==> src/rtl/heart_beat_ctrl_pkg.sv <==
// Shared VGA constants and beat FSM state encoding for the heart display path.
// Contents:
//   SCR_W/SCR_H  - visible screen size in pixels
//   ROM_W/ROM_H  - heart artwork size in ROM texels
//   beat_state_t - beat sequencer states
//   centre_pos   - top/left offset that centres scaled art on one axis
package heart_beat_ctrl_pkg;

    localparam int SCR_W = 640;
    localparam int SCR_H = 480;
    localparam int ROM_W = 100;
    localparam int ROM_H = 92;

    typedef enum logic [1:0] {
        LUB  = 2'd0,
        GAP  = 2'd1,
        DUB  = 2'd2,
        REST = 2'd3
    } beat_state_t;

    // (scr - rom*eff)/2 in 11-bit unsigned; the legal size range keeps the
    // subtraction non-negative, so the shifted result always fits 10 bits.
    function automatic logic [9:0] centre_pos(input int scr, input int rom,
                                              input logic [3:0] eff);
        logic [10:0] span;
        logic [10:0] diff;
        span = 11'(rom) * {7'd0, eff};
        diff = 11'(scr) - span;
        return diff[10:1];
    endfunction

endpackage

==> src/rtl/heart_beat_ctrl_btn_repeat.sv <==
// Button conditioner: 2-FF synchroniser, tick-rate debounce and auto-repeat.
// Ports:
//   clk, rst  - clock, async active-high reset
//   btn_raw   - asynchronous raw button
//   tick      - one-cycle prescaler strobe; all debounce timing is in ticks
//   step      - one-cycle pulse (coincident with tick) per accepted step
module btn_repeat #(
    parameter int DB_TICKS     = 3,
    parameter int REPEAT_TICKS = 25
) (
    input  logic clk,
    input  logic rst,
    input  logic btn_raw,
    input  logic tick,
    output logic step
);

    localparam int DBW = $clog2(DB_TICKS + 1);
    localparam int RPW = $clog2(REPEAT_TICKS + 1);
    localparam logic [DBW-1:0] DB_FULL = DBW'(DB_TICKS);
    localparam logic [RPW-1:0] RP_LOAD = RPW'(REPEAT_TICKS);
    localparam logic [RPW-1:0] RP_ONE  = RPW'(1);

    logic [1:0]     sync_q;
    logic [DBW-1:0] db_cnt_q, db_cnt_d;
    logic [RPW-1:0] rpt_q, rpt_d;
    logic           step_d;

    always_comb begin
        db_cnt_d = db_cnt_q;
        rpt_d    = rpt_q;
        step_d   = 1'b0;
        if (tick) begin
            if (!sync_q[1]) begin
                // any low sample restarts both debounce and repeat timing
                db_cnt_d = '0;
                rpt_d    = '0;
            end else if (db_cnt_q != DB_FULL) begin
                db_cnt_d = db_cnt_q + 1'b1;
                if (db_cnt_d == DB_FULL) begin
                    step_d = 1'b1;
                    rpt_d  = RP_LOAD;
                end
            end else if (rpt_q == RP_ONE) begin
                step_d = 1'b1;
                rpt_d  = RP_LOAD;
            end else begin
                rpt_d = rpt_q - 1'b1;
            end
        end
    end

    assign step = step_d;

    always_ff @(posedge clk or posedge rst) begin
        if (rst) begin
            sync_q   <= 2'b00;
            db_cnt_q <= '0;
            rpt_q    <= '0;
        end else begin
            sync_q   <= {sync_q[0], btn_raw};
            db_cnt_q <= db_cnt_d;
            rpt_q    <= rpt_d;
        end
    end

endmodule

==> src/rtl/heart_beat_ctrl.sv <==
// Heart display controller: lub-dub beat sequencer, size buttons, centring.
// Ports:
//   clk, rst           - pixel clock, async active-high reset
//   inc_size, dec_size - raw size buttons (asynchronous)
//   mode               - 0: on/off blink, 1: big/small pulse
//   beat               - beat pattern
//   size               - base pixel size
//   wpixel, hpixel     - effective pixel width/height
//   x_scr, y_scr       - heart left column / top row
//   show               - heart visible
//
// state | meaning
// LUB   | first pulse, beat high for LUB_T ticks
// GAP   | beat low for GAP_T ticks
// DUB   | second pulse, beat high for DUB_T ticks
// REST  | beat low for REST_T ticks (reset state)
module heart_beat_ctrl
    import heart_beat_ctrl_pkg::*;
#(
    parameter int TICK_DIV     = 250000,
    parameter int LUB_T        = 12,
    parameter int GAP_T        = 10,
    parameter int DUB_T        = 10,
    parameter int REST_T       = 48,
    parameter int DB_TICKS     = 3,
    parameter int REPEAT_TICKS = 25,
    parameter int MIN_SIZE     = 1,
    parameter int MAX_SIZE     = 4
) (
    input  logic       clk,
    input  logic       rst,
    input  logic       inc_size,
    input  logic       dec_size,
    input  logic       mode,
    output logic       beat,
    output logic [3:0] size,
    output logic [3:0] wpixel,
    output logic [3:0] hpixel,
    output logic [9:0] x_scr,
    output logic [9:0] y_scr,
    output logic       show
);

    localparam int PW = $clog2(TICK_DIV + 1);
    localparam logic [PW-1:0] PRESC_LAST = PW'(TICK_DIV - 1);

    localparam int T_AB  = (LUB_T > GAP_T) ? LUB_T : GAP_T;
    localparam int T_CD  = (DUB_T > REST_T) ? DUB_T : REST_T;
    localparam int T_MAX = (T_AB > T_CD) ? T_AB : T_CD;
    localparam int DW    = $clog2(T_MAX + 1);

    localparam logic [3:0] SIZE_RST = 4'd3;
    localparam logic [3:0] MIN_SZ   = 4'(MIN_SIZE);
    localparam logic [3:0] MAX_SZ   = 4'(MAX_SIZE);
    localparam logic [9:0] X_RST    = centre_pos(SCR_W, ROM_W, SIZE_RST);
    localparam logic [9:0] Y_RST    = centre_pos(SCR_H, ROM_H, SIZE_RST);

    logic [PW-1:0] presc_q, presc_d;
    logic          tick;
    beat_state_t   state_q, state_d;
    logic [DW-1:0] dwell_q, dwell_d;
    logic          beat_q, beat_d;
    logic [3:0]    size_q, size_d;
    logic [3:0]    eff_q, eff_d;
    logic          show_q, show_d;
    logic [9:0]    x_q, x_d;
    logic [9:0]    y_q, y_d;
    logic          inc_step, dec_step;

    btn_repeat #(.DB_TICKS(DB_TICKS), .REPEAT_TICKS(REPEAT_TICKS)) u_inc (
        .clk(clk), .rst(rst), .btn_raw(inc_size), .tick(tick), .step(inc_step)
    );

    btn_repeat #(.DB_TICKS(DB_TICKS), .REPEAT_TICKS(REPEAT_TICKS)) u_dec (
        .clk(clk), .rst(rst), .btn_raw(dec_size), .tick(tick), .step(dec_step)
    );

    assign tick    = (presc_q == PRESC_LAST);
    assign presc_d = tick ? '0 : presc_q + 1'b1;

    always_comb begin
        state_d = state_q;
        dwell_d = dwell_q;
        beat_d  = beat_q;
        if (tick) begin
            if (dwell_q == DW'(1)) begin
                case (state_q)
                    LUB:     begin state_d = GAP;  dwell_d = DW'(GAP_T);  beat_d = 1'b0; end
                    GAP:     begin state_d = DUB;  dwell_d = DW'(DUB_T);  beat_d = 1'b1; end
                    DUB:     begin state_d = REST; dwell_d = DW'(REST_T); beat_d = 1'b0; end
                    default: begin state_d = LUB;  dwell_d = DW'(LUB_T);  beat_d = 1'b1; end
                endcase
            end else begin
                dwell_d = dwell_q - 1'b1;
            end
        end
    end

    // Simultaneous inc and dec steps cancel; in pulse mode steps are dropped.
    always_comb begin
        size_d = size_q;
        if (!mode && (inc_step != dec_step)) begin
            if (inc_step) begin
                if (size_q < MAX_SZ) size_d = size_q + 4'd1;
            end else if (size_q > MIN_SZ) begin
                size_d = size_q - 4'd1;
            end
        end
    end

    always_comb begin
        eff_d  = size_q + {3'b000, beat_q & mode};
        show_d = mode | beat_q;
        x_d    = centre_pos(SCR_W, ROM_W, eff_q);
        y_d    = centre_pos(SCR_H, ROM_H, eff_q);
    end

    always_ff @(posedge clk or posedge rst) begin
        if (rst) begin
            presc_q <= '0;
            state_q <= REST;
            dwell_q <= DW'(REST_T);
            beat_q  <= 1'b0;
            size_q  <= SIZE_RST;
            eff_q   <= SIZE_RST;
            show_q  <= 1'b0;
            x_q     <= X_RST;
            y_q     <= Y_RST;
        end else begin
            presc_q <= presc_d;
            state_q <= state_d;
            dwell_q <= dwell_d;
            beat_q  <= beat_d;
            size_q  <= size_d;
            eff_q   <= eff_d;
            show_q  <= show_d;
            x_q     <= x_d;
            y_q     <= y_d;
        end
    end

    assign beat   = beat_q;
    assign size   = size_q;
    assign wpixel = eff_q;
    assign hpixel = eff_q;
    assign x_scr  = x_q;
    assign y_scr  = y_q;
    assign show   = show_q;

endmodule

==> config.mk <==
export PLATFORM = sky130hd
export DESIGN_NAME = heart_beat_ctrl
export DESIGN_NICKNAME = d
export VERILOG_FILES = /design/src/rtl/heart_beat_ctrl_pkg.sv /design/src/rtl/heart_beat_ctrl_btn_repeat.sv /design/src/rtl/heart_beat_ctrl.sv
export SDC_FILE = /design/constraint.sdc
export NUM_CORES = 1
export LEC_CHECK = 0
export BUFFER_PORTS_ARGS = -buffer_cell sky130_fd_sc_hd__buf_2
export CAP_MARGIN = 20
export CORE_MARGIN = 8
export CORE_UTILIZATION = 60
export CTS_CLUSTER_DIAMETER = 50
export DETAILED_ROUTE_END_ITERATION = 16
export PLACE_DENSITY = 0.81
export RECOVER_POWER = 25
export SLEW_MARGIN = 20
export SYNTH_ARGS = -nofsm -noshare
export SYNTH_HDL_FRONTEND = slang
export SYNTH_SLANG_ARGS = --single-unit
export TNS_END_PERCENT = 50
==> constraint.sdc <==
create_clock -name clk -period 4.4 [get_ports clk]
set_input_delay 0.44 -clock clk [delete_from_list [all_inputs] [get_ports clk]]
set_output_delay 0.44 -clock clk [all_outputs]
set_load 0.05 [all_outputs]
==> qor.yml, run 1 <==
job:
  max_cap_violations: 0
sta:
  min_period_ns: 3.33
  hold_viol: 0
  setup_violations: 0
  fin_tns_setup_ns: 0
  finalMaxSlewViolations: 0
  worst_slew_pin_slew_ns: 1.31
  fmax_ghz: 0.300
  relSlewSlack: 0.128
  skew_ns: 0.00612
  finalCritPeriodShare: 0.756
  whs_ns: 0.187
  rsz0062_at_grt: "no"
synth:
  synthAdderAreaFrac: 0.147
  syn_inst: 407
  synth_xor_area_frac: 0.0815
  avgSynthCellArea_um2: 10.3
  synth.distinct_cells: 56
  synth_area_um2: 4190
  synth_mux_area_frac: 0.0149
  synth-edff-count: 0
  yosys_warnings: 0
  synth_top_family_by_area: "simple AND/OR/NAND/NOR gates"
  synth_compound_area_frac: 0.119
  ys.flop_type: "dfrtp_1"
  ys_ff_latch: 71
  synth_simple_gate_area_share: 0.150
  synth_seq_area_share: 0.428
  synthArstFlopShare: 1.00
setup_path:
  cp.required_ns: 4.64
  cp.arrival_ns: 3.57
  critPathCaptureType: "register"
  path_class: "reg2reg"
  regToRegSetupSlack_ns: 1.07
  cp_max_fo: 6
  critPathLaunchType: "register"
power:
  power.leakage_nw: 2.15
  p_per_area_nw_per_um2: 358
  ir_drop_uv: 195
  p_sw_mw: 0.555
  p_int_mw: 1.09
  pwr-share-seq: 0.440
  p_sw_frac: 0.337
  power_frac_comb: 0.239
  clkPwrFrac: 0.321
die:
  core_region_area_um2: 6790
  rows: 30
  die_w_um: 99.6
  die_area_um2: 9920
  start_util: 0.617
  ioPinCount: 39
  die_h_um: 99.6
clock_network:
  post_cts_buffers: 0
  clk_path_buf_depth: 2
  cts_resized: 0
  cts_sinks: 71
  clk_latency_ns: 0.36
  cts-root-buf: "clkbuf_8"
  tritoncts: "done"
  cts-htree-levels: 3
  cts_buffers: 9
  clk_pin_slew_worst_paths_ns: 0.08
  cts_hold_buf: 0
global_route:
  grt_max_degree: 38
  grt_usage: 0.166
  grt_pass1_wl_mm: 13.1
  grt_overflow: 0
  grt_pass1_vias: 2869
  antenna_found_initial: 0
drt:
  drt_pass1_iterations: 4
  wl_mm: 7.58
  drc: 0
  wire_per_inst_um: 14.0
  vias: 2931
  drt_iter0_drc: 116
  vias_per_cell: 5.42
  route.antenna.remaining_nets: 0
placed_design:
  dpl.hpwl_mm: 5.38
  place_inst: 525
  portBuffers: 36
  place.gp.congestion: 0.817
outcome:
  status: "completed"
layout:
  finalNonFillerCells: 541
  area_growth_syn_to_layout_pct: 9.55
  layout-drive-gt1-share: 0.171
  layout.nets: 492
  utilization: 0.676
  diodes: 0
worst_hold_path:
  hp-class: "in2reg"
[final timing paths]
kind | startpoint | endpoint | cells after the start
max | hpixel[1] | y_scr[9] | 10
min | inc_size | u_inc.sync_q[0] | 1
max reg2reg | hpixel[1] | y_scr[9] | 10
min reg2reg | u_dec.sync_q[0] | u_dec.sync_q[1] | 0
max in group asynchronous | rst | size[0] | 3
min in group asynchronous | rst | presc_q[3] | 2
[power by group through the flow]
| stage | sequential [mW] | clock [mW] | combinational [mW] |
|---|---|---|---|
| global placement | 0.737 | 0 | 0.388 |
| global route | 0.729 | 0.568 | 0.422 |
| floorplan | 0.899 | 0 | 0.161 |
| detailed placement | 0.737 | 0 | 0.393 |
| finish | 0.724 | 0.528 | 0.394 |
| CTS | 0.725 | 0.535 | 0.397 |
[cells by family after synthesis]
family	count (synthesis)
AND/OR/NAND/NOR	116
adder cells (fa/ha/maj)	47
AO/OA/AOI/OAI	76
multiplexers	6
other	1
flip-flops	71
buffers and inverters	51
XOR/XNOR	39
[layout make-up]
type                    count  area [µm²]
repair buffers             37         188
clock inverters             5        57.6
inverters                  35         131
flip-flops and latches     71        1800
well taps                  96         120
clock buffers              11         141
fillers                   520        2200
multi-input cells         286        2160
[cell usage after synthesis, types with 5 or more instances]
master | n | share of area
xnor2_1 | 17 | 0.036
a21oi_1 | 6 | 0.0072
ha_1 | 43 | 0.13
nand2_1 | 23 | 0.021
nand2b_1 | 9 | 0.013
dfrtp_1 | 56 | 0.33
xor2_1 | 22 | 0.046
a31oi_1 | 9 | 0.013
buf_4 | 10 | 0.018
and2_1 | 6 | 0.0090
nor2_1 | 29 | 0.026
dfstp_2 | 15 | 0.094
o31ai_1 | 10 | 0.018
nor2b_1 | 5 | 0.0075
nor3_1 | 7 | 0.0084
o21ai_0 | 26 | 0.031
nand3_1 | 9 | 0.011
inv_1 | 35 | 0.031
[per-layer routing]
metal	wire, µm	GRT usage	up-vias	share of wire
met5	0	0	-	0
met4	148	0.0803	0	0.020
li1	-	-	1472	-
met3	307	0.0461	12	0.041
met2	3610	0.271	46	0.48
met1	3510	0.196	1401	0.46
[per-stage QoR]
step | area, µm² | power [mW] | worst slack, ns
after global routing | 4590 | 1.72 | 0.948
after detailed placement | 4390 | 1.13 | 1.10
after floorplan | 4200 | 1.06 | 1.02
final | 4590 | 1.65 | 1.07
after global placement | 4390 | 1.12 | 1.22
after CTS | 4590 | 1.66 | 1.07
[placed cells by master (no fill, tap or decap), types with 5 or more instances in the layout]
cell type	synthesis	routed
a21oi_1	6	6
a31oi_1	9	9
and2_1	6	6
buf_2	4	36
clkbuf_8	0	10
dfrtp_1	56	56
dfstp_2	15	14
ha_1	43	43
inv_1	35	35
nand2_1	23	23
nand2b_1	9	9
nand3_1	9	9
nor2_1	29	29
nor2b_1	5	5
nor3_1	7	7
o21ai_0	26	26
o31ai_1	10	10
xnor2_1	17	17
xor2_1	22	22
[state kept, by name (all words and copies together), names as in the netlist, 4 cells and up]
register and flops:
dwell_q 6, hpixel 4, presc_q 18, size 4
u_dec.rpt_q 5, u_inc.rpt_q 5, x_scr 9, y_scr 8
[critical path, stage by stage, from the launching register on]
cell and delay [ns]:
dfstp_2 0.60, inv_1 0.12, fa_1 0.45, fa_1 0.49, inv_1 0.05, ha_1 0.33, o21ai_0 0.14, or4b_2 0.62
o2111ai_1 0.15, a31oi_1 0.09, xor2_1 0.18
(Power assumes the default switching activity.)
==> run 2, diff against run 1 <==
==> constraint.sdc (replaced) <==
create_clock -name clk -period 3.1 [get_ports clk]
set_input_delay 0.31 -clock clk [delete_from_list [all_inputs] [get_ports clk]]
set_output_delay 0.31 -clock clk [all_outputs]
set_load 0.05 [all_outputs]
==> run 2 against run 1 <==
- first-iteration DRC count decreased by 9.5%
- final area increased by 3.0%
- cell count increased by 1.7%
- utilization increased by 2.0 points
- power increased by 44%
- critical path depth unchanged
- global-route usage increased by 0.66 points
==> qor.yml, run 2 (same netlist as run 1, synthesis figures left out) <==
die:
  core_region_area_um2: 6790  # unchanged
  die_w_um: 99.6  # unchanged
  ioPinCount: 39  # unchanged
  rows: 30  # unchanged
  die_h_um: 99.6  # unchanged
  die_area_um2: 9920  # unchanged
  start_util: 0.617  # unchanged
layout:
  area_growth_syn_to_layout_pct: 12.9  # was 9.55%
  finalNonFillerCells: 550  # was 541
  layout.nets: 501  # was 492
  regMostFlops: "presc_q"  # unchanged
  layout-drive-gt1-share: 0.187  # was 0.171
  largest_reg_flops: 18  # unchanged
  diodes: 0  # unchanged
  final_cell_mix: "dfrtp_1 (54), ha_1 (41), inv_1 (34)"  # was dfrtp_1 (56), ha_1 (43), buf_2 (36)
  fillers: 512  # was 520
  final_common_cell: "dfrtp_1"  # unchanged
clock_network:
  clk_latency_ns: 0.35  # was 0.36 ns
  clk_pin_slew_worst_paths_ns: 0.07  # was 0.08 ns
  cts-htree-levels: 3  # unchanged
  tritoncts: "done"  # unchanged
  cts_sinks: 71  # unchanged
  cts_buffers: 9  # unchanged
  cts-root-buf: "clkbuf_8"  # unchanged
  clk_path_buf_depth: 2  # unchanged
setup_path:
  critPathLaunchType: "register"  # unchanged
  cp.arrival_ns: 3.26  # was 3.57 ns
  cp.required_ns: 3.33  # was 4.64 ns
  cp_max_fo: 3  # was 6
  r2r_start: "hpixel[1]"  # unchanged
  path_class: "reg2reg"  # unchanged
  crit_path_start: "hpixel[1]"  # unchanged
  critPathCaptureType: "register"  # unchanged
global_route:
  grt_pass1_vias: 3006  # was 2,869
  antenna_found_initial: 0  # unchanged
  grt_max_degree: 28  # was 38
  grt_overflow: 0  # unchanged
  grt_usage: 0.172  # was 0.166
  grt_pass1_wl_mm: 13.6  # was 13.1 mm
power:
  finalPower_mw: 2.37  # was 1.65 mW
  p_per_area_nw_per_um2: 502  # was 358 nW/µm²
  ir_drop_uv: 308  # was 195 µV
  power.leakage_nw: 2.17  # was 2.15 nW
placed_design:
  place_inst: 531  # was 525
  dpl.hpwl_mm: 5.85  # was 5.38 mm
  place.gp.congestion: 0.827  # was 0.817
  portBuffers: 36  # unchanged
drt:
  vias_per_cell: 5.52  # was 5.42
  drt_iter0_drc: 105  # was 116
  wire_per_inst_um: 14.8  # was 14.0 µm
  drc: 0  # unchanged
  drt_pass1_iterations: 4  # unchanged
  vias: 3035  # was 2,931
  wl_mm: 8.17  # was 7.58 mm
  route.antenna.remaining_nets: 0  # unchanged
sta:
  min_period_ns: 3.03  # was 3.33 ns
  finalCritPeriodShare: 0.976  # was 0.756
  worst_slew_pin_slew_ns: 1.36  # was 1.31 ns
  finalMaxSlewViolations: 0  # unchanged
  hold_viol: 0  # unchanged
  setup_violations: 0  # unchanged
  fmax_ghz: 0.331  # was 0.300 GHz
  relSlewSlack: 0.0916  # was 0.128
  skew_ns: 0.00616  # was 0.00612 ns
job:
  max_cap_violations: 0  # unchanged
outcome:
  status: "completed"  # unchanged
worst_hold_path:
  worstHoldStart: "inc_size"  # unchanged
  hp-class: "in2reg"  # unchanged
run 2: repair_timing:
action	4_1_cts	5_1_grt
pin swaps	3	3
hold endpoints to repair	14	0
setup endpoints to repair	2	2
resized for setup	5	4
hold buffers	1	0
setup buffers	2	0
cloned	0	0
run 2: final cells by class:
type / instances / area [µm²] / area share
well taps: 96 / 120 / 0.0254
flip-flops and latches: 71 / 1800 / 0.381
inverters: 35 / 134 / 0.0283
clock inverters: 4 / 45.0 / 0.00952
multi-input cells: 286 / 2240 / 0.474
clock buffers: 12 / 145 / 0.0307
repair buffers: 46 / 241 / 0.0510
run 2: critical path: stages, from the launching register on:
cell and delay (ns):
dfstp_4 0.63, inv_4 0.05, fa_2 0.55, inv_1 0.07, ha_4 0.27, inv_1 0.06
fa_2 0.39, xor2_1 0.18, nor3_1 0.39, a31oi_2 0.17, xor2_1 0.17
run 2: through the flow:
step | setup slack (ns) | utilization | TNS, ns | hold slack, ns | area (µm²)
after global placement | 0.0818 | 0.659 | 0 | 0.320 | 4480
after detailed placement | -0.0916 | 0.659 | -0.0973 | 0.325 | 4480
final | 0.0749 | 0.696 | 0 | 0.0629 | 4730
after CTS | 0.0306 | 0.695 | 0 | 0.0432 | 4720
after global routing | -0.00403 | 0.696 | -0.00403 | 0.0426 | 4730
after floorplan | 0.0165 | - | 0 | 0.331 | 4230
run 2: report_power, final:
group / switching [mW] / total [mW] / internal, mW / leakage [nW]
combinational: 0.442 / 0.612 / 0.170 / 1.19
sequential: 0.0259 / 1.03 / 1.01 / 0.878
clock: 0.338 / 0.728 / 0.390 / 0.100
total: 0.805 / 2.37 / 1.57 / 2.17
run 2: final timing paths:
kind	cells past startpoint	end	slack [ns]
min	1	u_inc.sync_q[0]	0.06
max reg2reg	10	y_scr[9]	0.07
max	10	y_scr[9]	0.07
max in group asynchronous	4	hpixel[3]	0.69
min in group asynchronous	3	presc_q[15]	0.61
min reg2reg	0	u_inc.sync_q[1]	0.36
run 2: layer usage:
metal  vias up  global-route usage  wire [µm]
met4         0              0.0873        231
met3        23              0.0538        446
met5         -                   0          0
li1       1486                   -          -
met1      1451               0.201       3580
met2        75               0.279       3900
